==> src/rtl/axi_write_arbiter_pkg.sv <==
// Shared AXI master-boundary definitions used by the read and write arbiters.
package axi_write_arbiter_pkg;

  localparam int unsigned ADDR_W  = 32;
  localparam int unsigned DATA_W  = 64;
  localparam int unsigned STRB_W  = 8;
  localparam int unsigned LINE_W  = 128;
  localparam int unsigned ID_W    = 4;
  localparam int unsigned LEN_W   = 8;
  localparam int unsigned SIZE_W  = 3;
  localparam int unsigned BURST_W = 2;
  localparam int unsigned RESP_W  = 2;

  // Per-requester AXI IDs, shared with the read-address arbiter
  localparam logic [ID_W-1:0] AXI_ID_FLASH  = 4'd0;
  localparam logic [ID_W-1:0] AXI_ID_DCACHE = 4'd1;
  localparam logic [ID_W-1:0] AXI_ID_DEVICE = 4'd2;
  localparam logic [ID_W-1:0] AXI_ID_ICACHE = 4'd3;

  localparam logic [BURST_W-1:0] BURST_FIXED = 2'b00;
  localparam logic [BURST_W-1:0] BURST_INCR  = 2'b01;

  localparam logic [SIZE_W-1:0] SIZE_8B = 3'b011;

  typedef enum logic [1:0] {
    ST_IDLE = 2'd0,
    ST_AW   = 2'd1,
    ST_W    = 2'd2,
    ST_B    = 2'd3
  } wr_state_e;

  typedef enum logic {
    OWN_DC  = 1'b0,
    OWN_DEV = 1'b1
  } owner_e;

  // Fully latched write transaction; Device data lives in data[63:0]
  typedef struct packed {
    owner_e              owner;
    logic [ADDR_W-1:0]   addr;
    logic [LINE_W-1:0]   data;
    logic [STRB_W-1:0]   strb;
    logic [SIZE_W-1:0]   size;
  } wr_txn_t;

endpackage

==> src/rtl/axi_write_arbiter_rr_arb2.sv <==
// Two-way round-robin picker between D-cache and Device with a last-grant register.
module rr_arb2
  import axi_write_arbiter_pkg::*;
(
  input  logic   clock,
  input  logic   reset,
  input  logic   req_dc,
  input  logic   req_dev,
  input  logic   update,
  input  owner_e owner,
  output logic   grant_valid_c,
  output owner_e grant_c
);

  owner_e last_grant_q;

  // Remember who completed last; Device after reset so the D-cache wins the first tie
  always_ff @(posedge clock) begin
    if (reset) begin
      last_grant_q <= OWN_DEV;
    end else if (update) begin
      last_grant_q <= owner;
    end
  end

  // Single requester wins outright; a tie goes to the one not served last
  always_comb begin
    grant_valid_c = req_dc | req_dev;
    grant_c       = OWN_DC;
    if (req_dc && req_dev) begin
      grant_c = (last_grant_q == OWN_DEV) ? OWN_DC : OWN_DEV;
    end else if (req_dev) begin
      grant_c = OWN_DEV;
    end
  end

endmodule

==> src/rtl/axi_write_arbiter.sv <==
// Shares the AXI4 AW/W/B write path between D-cache writebacks and Device stores.
module axi_write_arbiter
  import axi_write_arbiter_pkg::*;
#(
  parameter logic [ID_W-1:0] DC_ID  = AXI_ID_DCACHE,
  parameter logic [ID_W-1:0] DEV_ID = AXI_ID_DEVICE
) (
  input  logic                clock,
  input  logic                reset,
  input  logic                dc_req,
  input  logic [ADDR_W-1:0]   dc_addr,
  input  logic [LINE_W-1:0]   dc_line,
  output logic                dc_done,
  output logic [RESP_W-1:0]   dc_bresp,
  input  logic                dev_req,
  input  logic [ADDR_W-1:0]   dev_addr,
  input  logic [SIZE_W-1:0]   dev_size,
  input  logic [DATA_W-1:0]   dev_wdata,
  input  logic [STRB_W-1:0]   dev_wstrb,
  output logic                dev_done,
  output logic [RESP_W-1:0]   dev_bresp,
  output logic                awvalid,
  input  logic                awready,
  output logic [ID_W-1:0]     awid,
  output logic [ADDR_W-1:0]   awaddr,
  output logic [LEN_W-1:0]    awlen,
  output logic [SIZE_W-1:0]   awsize,
  output logic [BURST_W-1:0]  awburst,
  output logic                wvalid,
  input  logic                wready,
  output logic [DATA_W-1:0]   wdata,
  output logic [STRB_W-1:0]   wstrb,
  output logic                wlast,
  input  logic                bvalid,
  output logic                bready,
  input  logic [ID_W-1:0]     bid,
  input  logic [RESP_W-1:0]   bresp,
  output logic                id_err
);

  wr_state_e state_q, state_d;
  wr_txn_t   txn_q, txn_d;
  logic      beat_q, beat_d;

  logic                awvalid_d, wvalid_d, wlast_d, bready_d;
  logic [ID_W-1:0]     awid_d;
  logic [ADDR_W-1:0]   awaddr_d;
  logic [LEN_W-1:0]    awlen_d;
  logic [SIZE_W-1:0]   awsize_d;
  logic [BURST_W-1:0]  awburst_d;
  logic [DATA_W-1:0]   wdata_d;
  logic [STRB_W-1:0]   wstrb_d;
  logic                dc_done_d, dev_done_d, id_err_d;
  logic [RESP_W-1:0]   dc_bresp_d, dev_bresp_d;

  logic   grant_valid_c;
  owner_e grant_c;
  logic   arb_update_c;
  logic   owner_is_dc_c;
  logic [ID_W-1:0] owner_id_c;

  rr_arb2 u_rr_arb2 (
    .clock         (clock),
    .reset         (reset),
    .req_dc        (dc_req),
    .req_dev       (dev_req),
    .update        (arb_update_c),
    .owner         (txn_q.owner),
    .grant_valid_c (grant_valid_c),
    .grant_c       (grant_c)
  );

  assign owner_is_dc_c = (txn_q.owner == OWN_DC);
  assign owner_id_c    = owner_is_dc_c ? DC_ID : DEV_ID;

  // State, latched transaction and every output register
  always_ff @(posedge clock) begin
    if (reset) begin
      state_q   <= ST_IDLE;
      txn_q     <= '0;
      beat_q    <= 1'b0;
      awvalid   <= 1'b0;
      awid      <= '0;
      awaddr    <= '0;
      awlen     <= '0;
      awsize    <= '0;
      awburst   <= '0;
      wvalid    <= 1'b0;
      wdata     <= '0;
      wstrb     <= '0;
      wlast     <= 1'b0;
      bready    <= 1'b0;
      dc_done   <= 1'b0;
      dc_bresp  <= '0;
      dev_done  <= 1'b0;
      dev_bresp <= '0;
      id_err    <= 1'b0;
    end else begin
      state_q   <= state_d;
      txn_q     <= txn_d;
      beat_q    <= beat_d;
      awvalid   <= awvalid_d;
      awid      <= awid_d;
      awaddr    <= awaddr_d;
      awlen     <= awlen_d;
      awsize    <= awsize_d;
      awburst   <= awburst_d;
      wvalid    <= wvalid_d;
      wdata     <= wdata_d;
      wstrb     <= wstrb_d;
      wlast     <= wlast_d;
      bready    <= bready_d;
      dc_done   <= dc_done_d;
      dc_bresp  <= dc_bresp_d;
      dev_done  <= dev_done_d;
      dev_bresp <= dev_bresp_d;
      id_err    <= id_err_d;
    end
  end

  // Grant, then sequence AW -> W beats -> B; payload fields hold until their handshake
  always_comb begin
    state_d      = state_q;
    txn_d        = txn_q;
    beat_d       = beat_q;
    awvalid_d    = awvalid;
    awid_d       = awid;
    awaddr_d     = awaddr;
    awlen_d      = awlen;
    awsize_d     = awsize;
    awburst_d    = awburst;
    wvalid_d     = wvalid;
    wdata_d      = wdata;
    wstrb_d      = wstrb;
    wlast_d      = wlast;
    bready_d     = bready;
    dc_done_d    = 1'b0;
    dc_bresp_d   = '0;
    dev_done_d   = 1'b0;
    dev_bresp_d  = '0;
    id_err_d     = id_err;
    arb_update_c = 1'b0;

    case (state_q)
      ST_IDLE: begin
        // Skip the done cycle so a requester dropping req on done is not re-granted
        if (grant_valid_c && !dc_done && !dev_done) begin
          txn_d.owner = grant_c;
          if (grant_c == OWN_DC) begin
            txn_d.addr = dc_addr;
            txn_d.data = dc_line;
            txn_d.strb = '1;
            txn_d.size = SIZE_8B;
          end else begin
            txn_d.addr = dev_addr;
            txn_d.data = {DATA_W'(0), dev_wdata};
            txn_d.strb = dev_wstrb;
            txn_d.size = dev_size;
          end
          state_d = ST_AW;
        end
      end

      ST_AW: begin
        if (!awvalid) begin
          awvalid_d = 1'b1;
          awid_d    = owner_id_c;
          awaddr_d  = txn_q.addr;
          awlen_d   = owner_is_dc_c ? LEN_W'(1) : LEN_W'(0);
          awsize_d  = txn_q.size;
          awburst_d = owner_is_dc_c ? BURST_INCR : BURST_FIXED;
        end else if (awready) begin
          awvalid_d = 1'b0;
          wvalid_d  = 1'b1;
          beat_d    = 1'b0;
          wdata_d   = txn_q.data[DATA_W-1:0];
          wstrb_d   = txn_q.strb;
          wlast_d   = !owner_is_dc_c;
          state_d   = ST_W;
        end
      end

      ST_W: begin
        if (wvalid && wready) begin
          if (wlast) begin
            wvalid_d = 1'b0;
            bready_d = 1'b1;
            state_d  = ST_B;
          end else if (!beat_q) begin
            beat_d  = 1'b1;
            wdata_d = txn_q.data[LINE_W-1:DATA_W];
            wlast_d = 1'b1;
          end
        end
      end

      ST_B: begin
        if (bvalid && bready) begin
          bready_d     = 1'b0;
          state_d      = ST_IDLE;
          arb_update_c = 1'b1;
          if (owner_is_dc_c) begin
            dc_done_d  = 1'b1;
            dc_bresp_d = bresp;
          end else begin
            dev_done_d  = 1'b1;
            dev_bresp_d = bresp;
          end
          if (bid != owner_id_c) begin
            id_err_d = 1'b1;
          end
        end
      end

      default: state_d = ST_IDLE;
    endcase
  end

endmodule

==> config.mk <==
export PLATFORM = sky130hd
export DESIGN_NAME = axi_write_arbiter
export DESIGN_NICKNAME = d
export VERILOG_FILES = /design/src/rtl/axi_write_arbiter_pkg.sv /design/src/rtl/axi_write_arbiter_rr_arb2.sv /design/src/rtl/axi_write_arbiter.sv
export SDC_FILE = /design/constraint.sdc
export NUM_CORES = 1
export LEC_CHECK = 0
export BUFFER_PORTS_ARGS = -buffer_cell sky130_fd_sc_hd__buf_2
export CAP_MARGIN = 25
export CORE_AREA = 2 2 158 160
export CTS_CLUSTER_DIAMETER = 60
export DETAILED_ROUTE_END_ITERATION = 6
export DIE_AREA = 0 0 160 162
export PLACE_DENSITY = 0.8
export SYNTH_ARGS = -nofsm -noshare
export SYNTH_HDL_FRONTEND = slang
export SYNTH_HIERARCHICAL = 1
export SYNTH_SLANG_ARGS = --single-unit
export TNS_END_PERCENT = 10
==> constraint.sdc <==
create_clock -name clock -period 2.2 [get_ports clock]
set_input_delay 0.44 -clock clock [delete_from_list [all_inputs] [get_ports clock]]
set_output_delay 0.44 -clock clock [all_outputs]
set_load 0.1 [all_outputs]
==> impl_metrics.csv <==
group,metric,value,unit
grt,grt-ovfl-total,0,
routing,ant_nets,0,
critical_path,crit_path_cell_trace,"inv_1, ha_2, a21boi_2, a211oi_4, buf_4, buf_6, a211oi_1",
floorplanning,rows,57,
final_layout,mostFrequentLayoutCells,"buf_2, dfxtp_1, nor2_1, mux2i_1, nand2_1",
sta,worst_pin_slew,0.5770,ns
clocking,root_buffer,"clkbuf_16",
critical_path,critical_path_required,2.60,ns
final_layout,final_common_cell,"buf_2",
floorplanning,die_y,162,um
sta,setup_tns,0,ns
sta,rsz0062_at_grt,"false",
status,status,"complete, no violations",
final_layout,utilization,64.65,%
synth,yosysWarnings,6,
critical_path,worstSetupPathType,"register to register",
floorplanning,die-area,25920,um^2
place,place_congestion,0.8161,
synth,synthArstFlopShare,0,%
grt,grt_max_degree,88,
routing,vias,10744,
critical_path,cp_num_buf_inv,3,
synth,synth_seq_cells,296,
final_layout,fin_area,15580,um^2
critical_path,crit_path_top_delay_cell,"dfxtp_1",
final_layout,area_growth,27.40,%
routing,wl_per_cell,16.45,um
synth,synth_edf_count,0,
critical_path,path_delay_family,"compound AO/OA/AOI/OAI gates",
critical_path,worstPathMaxFanout,38,
clocking,ctsHtreeMaxLevel,1,
grt,track_usage,23.66,%
critical_path,end_kind,"register",
floorplanning,ios,412,
floorplanning,die_x,160,um
routing,vias_per_cell,5.285,
routing,first_iter_violations,689,
worst_hold_path,hp-class,"primary input to register",
power,ir_drop,0.001224,V
grt,grt_pass1_wl,50560,um
sta,slew_violations,0,
clocking,cts_tree,"done",
clocking,clk_pin_slew,0.06,ns
clocking,clock_latency,0.55,ns
synth,syn_area,12230,um^2
place,hpwl,22880,um
sta,min_period,2.085,ns
clocking,clock_sink_count,296,
flow_run,max_cap_violations,0,
sta,clock_skew,0.01337,ns
routing,first_pass_iters,5,
sta,post-route-period-util,94.78,%
routing,remaining_drc_errors,0,
clocking,clockBufferDepth,3,
power,power_density,1583,nW/um^2
floorplanning,start_util,50.75,%
place,dp_cells,1968,
final_layout,num-fill-cells,2036,
place,post-place-ws,0.07254,ns
synth,synth.distinct_cells,35,
place,place_area,14520,um^2
synth,synth_area_per_cell,9.122,um^2
power,power.leakage,6.464,nW
clocking,cts_buffers,31,
critical_path,cp-start-kind,"register",
place,placement.io_buffers,401,
final_layout,drive_gt1_share,29.17,%
grt,grt_pass1_vias,10131,
sta,clock.fmax,479.6,MHz
final_layout,stdcell_count,2033,
sta,finalHoldViolCount,0,
critical_path,cp_slowest_stage_delay,0.41,ns
final_layout,fin_nets,1968,
floorplanning,design.core.area,24110,um^2
grt,antenna_found_initial,6,
synth,ys_seq_area_share,48.44,%
critical_path,arrival,2.49,ns
routing,totalWireLength,33440,um
sta,setup_viol,0,
clocking,cts_hold_buf,0,
sta,worst_slack,0.1147,ns
sta,maxSlewHeadroom,61.53,%
synth,synth_ff_type,"dfxtp_1",
synth,synth_cells,1341,
[path summary, 6_finish.rpt]
path,startpoint,end,slack (ns),depth (start not counted)
worst min-delay path,bresp[0],dc_bresp[0],0.12,2
worst max-delay path,state_q[1],wdata[37],0.11,7
worst min register to register,txn_q[101],txn_q[101],0.45,2
worst max register to register,state_q[1],wdata[37],0.11,7
[worst reg2reg max path, delay by kind of cell (launching register included)]
family / cells / cell delay, ns
compound gates: 3 / 0.69
buf+inv: 3 / 0.63
fa+ha+maj: 1 / 0.24
flops: 1 / 0.41
[power by group]
part	internal, mW	total [mW]	leakage (nW)	switching [mW]
Sequential	7.07	8.02	2.43	0.952
Combinational	2.67	11.6	3.54	8.97
Clock	2.92	5.01	0.489	2.09
Total	12.7	24.7	6.46	12.0
[registers in the layout, summed over array words and instances, names as in the netlist]
name                    cells
dc_done                     1
bready                      1
id_err                      1
awid                        2
txn_q                     172
state_q                     2
wvalid                      1
dc_bresp                    2
u_rr_arb2/last_grant_q      1
wstrb                       8
dev_bresp                   2
awaddr                     32
dev_done                    1
awvalid                     1
beat_q                      1
awsize                      3
wlast                       1
wdata                      64
[cells by family (layout without fill, tap and decap cells)]
kind of cell,count (synthesis),count (layout),synth area share (%)
other cells,1,15,0.03065
compound gates,290,290,15.79
mux,161,161,13.17
fa+ha+maj,6,6,0.6137
simple gates,450,450,16.73
buf+inv,137,491,5.216
flops,296,296,48.44
[layer usage]
| layer | vias to the layer above | global-route usage (%) | wire [um] |
|---|---|---|---|
| li1 | 5360 | - | - |
| met1 | 4955 | 29.32 | 13960 |
| met2 | 343 | 41.30 | 16520 |
| met3 | 84 | 3.856 | 1748 |
| met4 | 2 | 9.459 | 1191 |
| met5 | - | 0 | 16 |
[synth_stat cells, types with 2 or more instances]
cell	count	share of area, %
dfxtp_1	296	48
nor2_1	181	5.6
mux2i_1	161	13
nand2_1	159	4.9
a211oi_1	156	9.6
a21oi_1	118	4.8
clkbuf_1	69	2.1
nand3b_1	64	3.9
buf_2	39	1.6
buf_4	20	1.2
nor3_1	13	0.53
nor3b_1	12	0.74
a211oi_2	8	0.82
nand3_1	7	0.29
ha_1	6	0.61
inv_1	5	0.15
and2_1	4	0.20
buf_1	4	0.12
and3_1	2	0.10
nor2b_1	2	0.10
[per-stage QoR]
stage / hold WS, ns / power (mW)
after global routing: 0.1009 / 25.81
after global placement: 0.4365 / 19.32
after floorplan: 0.4316 / 17.29
final: 0.1160 / 24.67
after CTS: 0.09953 / 24.59
after detailed placement: 0.4431 / 19.57
[layout make-up]
class | count | area, um^2 | share of cell area (%)
Clock inverter | 10 | 91.34 | 0.5861
Inverter | 5 | 18.77 | 0.1204
Timing Repair Buffer | 431 | 2481 | 15.92
Antenna cell | 5 | 12.51 | 0.08028
Sequential cell | 296 | 5926 | 38.02
Multi-Input combinational cell | 917 | 5762 | 36.97
Tap cell | 324 | 405.4 | 2.601
Clock buffer | 45 | 888.4 | 5.700
[what timing repair did]
action / CTS / global route
endpoints found under the setup margin: 0 / 21
buffers inserted: 0 / 3
resized for setup: 0 / 3
Power figures use the tool's default switching activity.
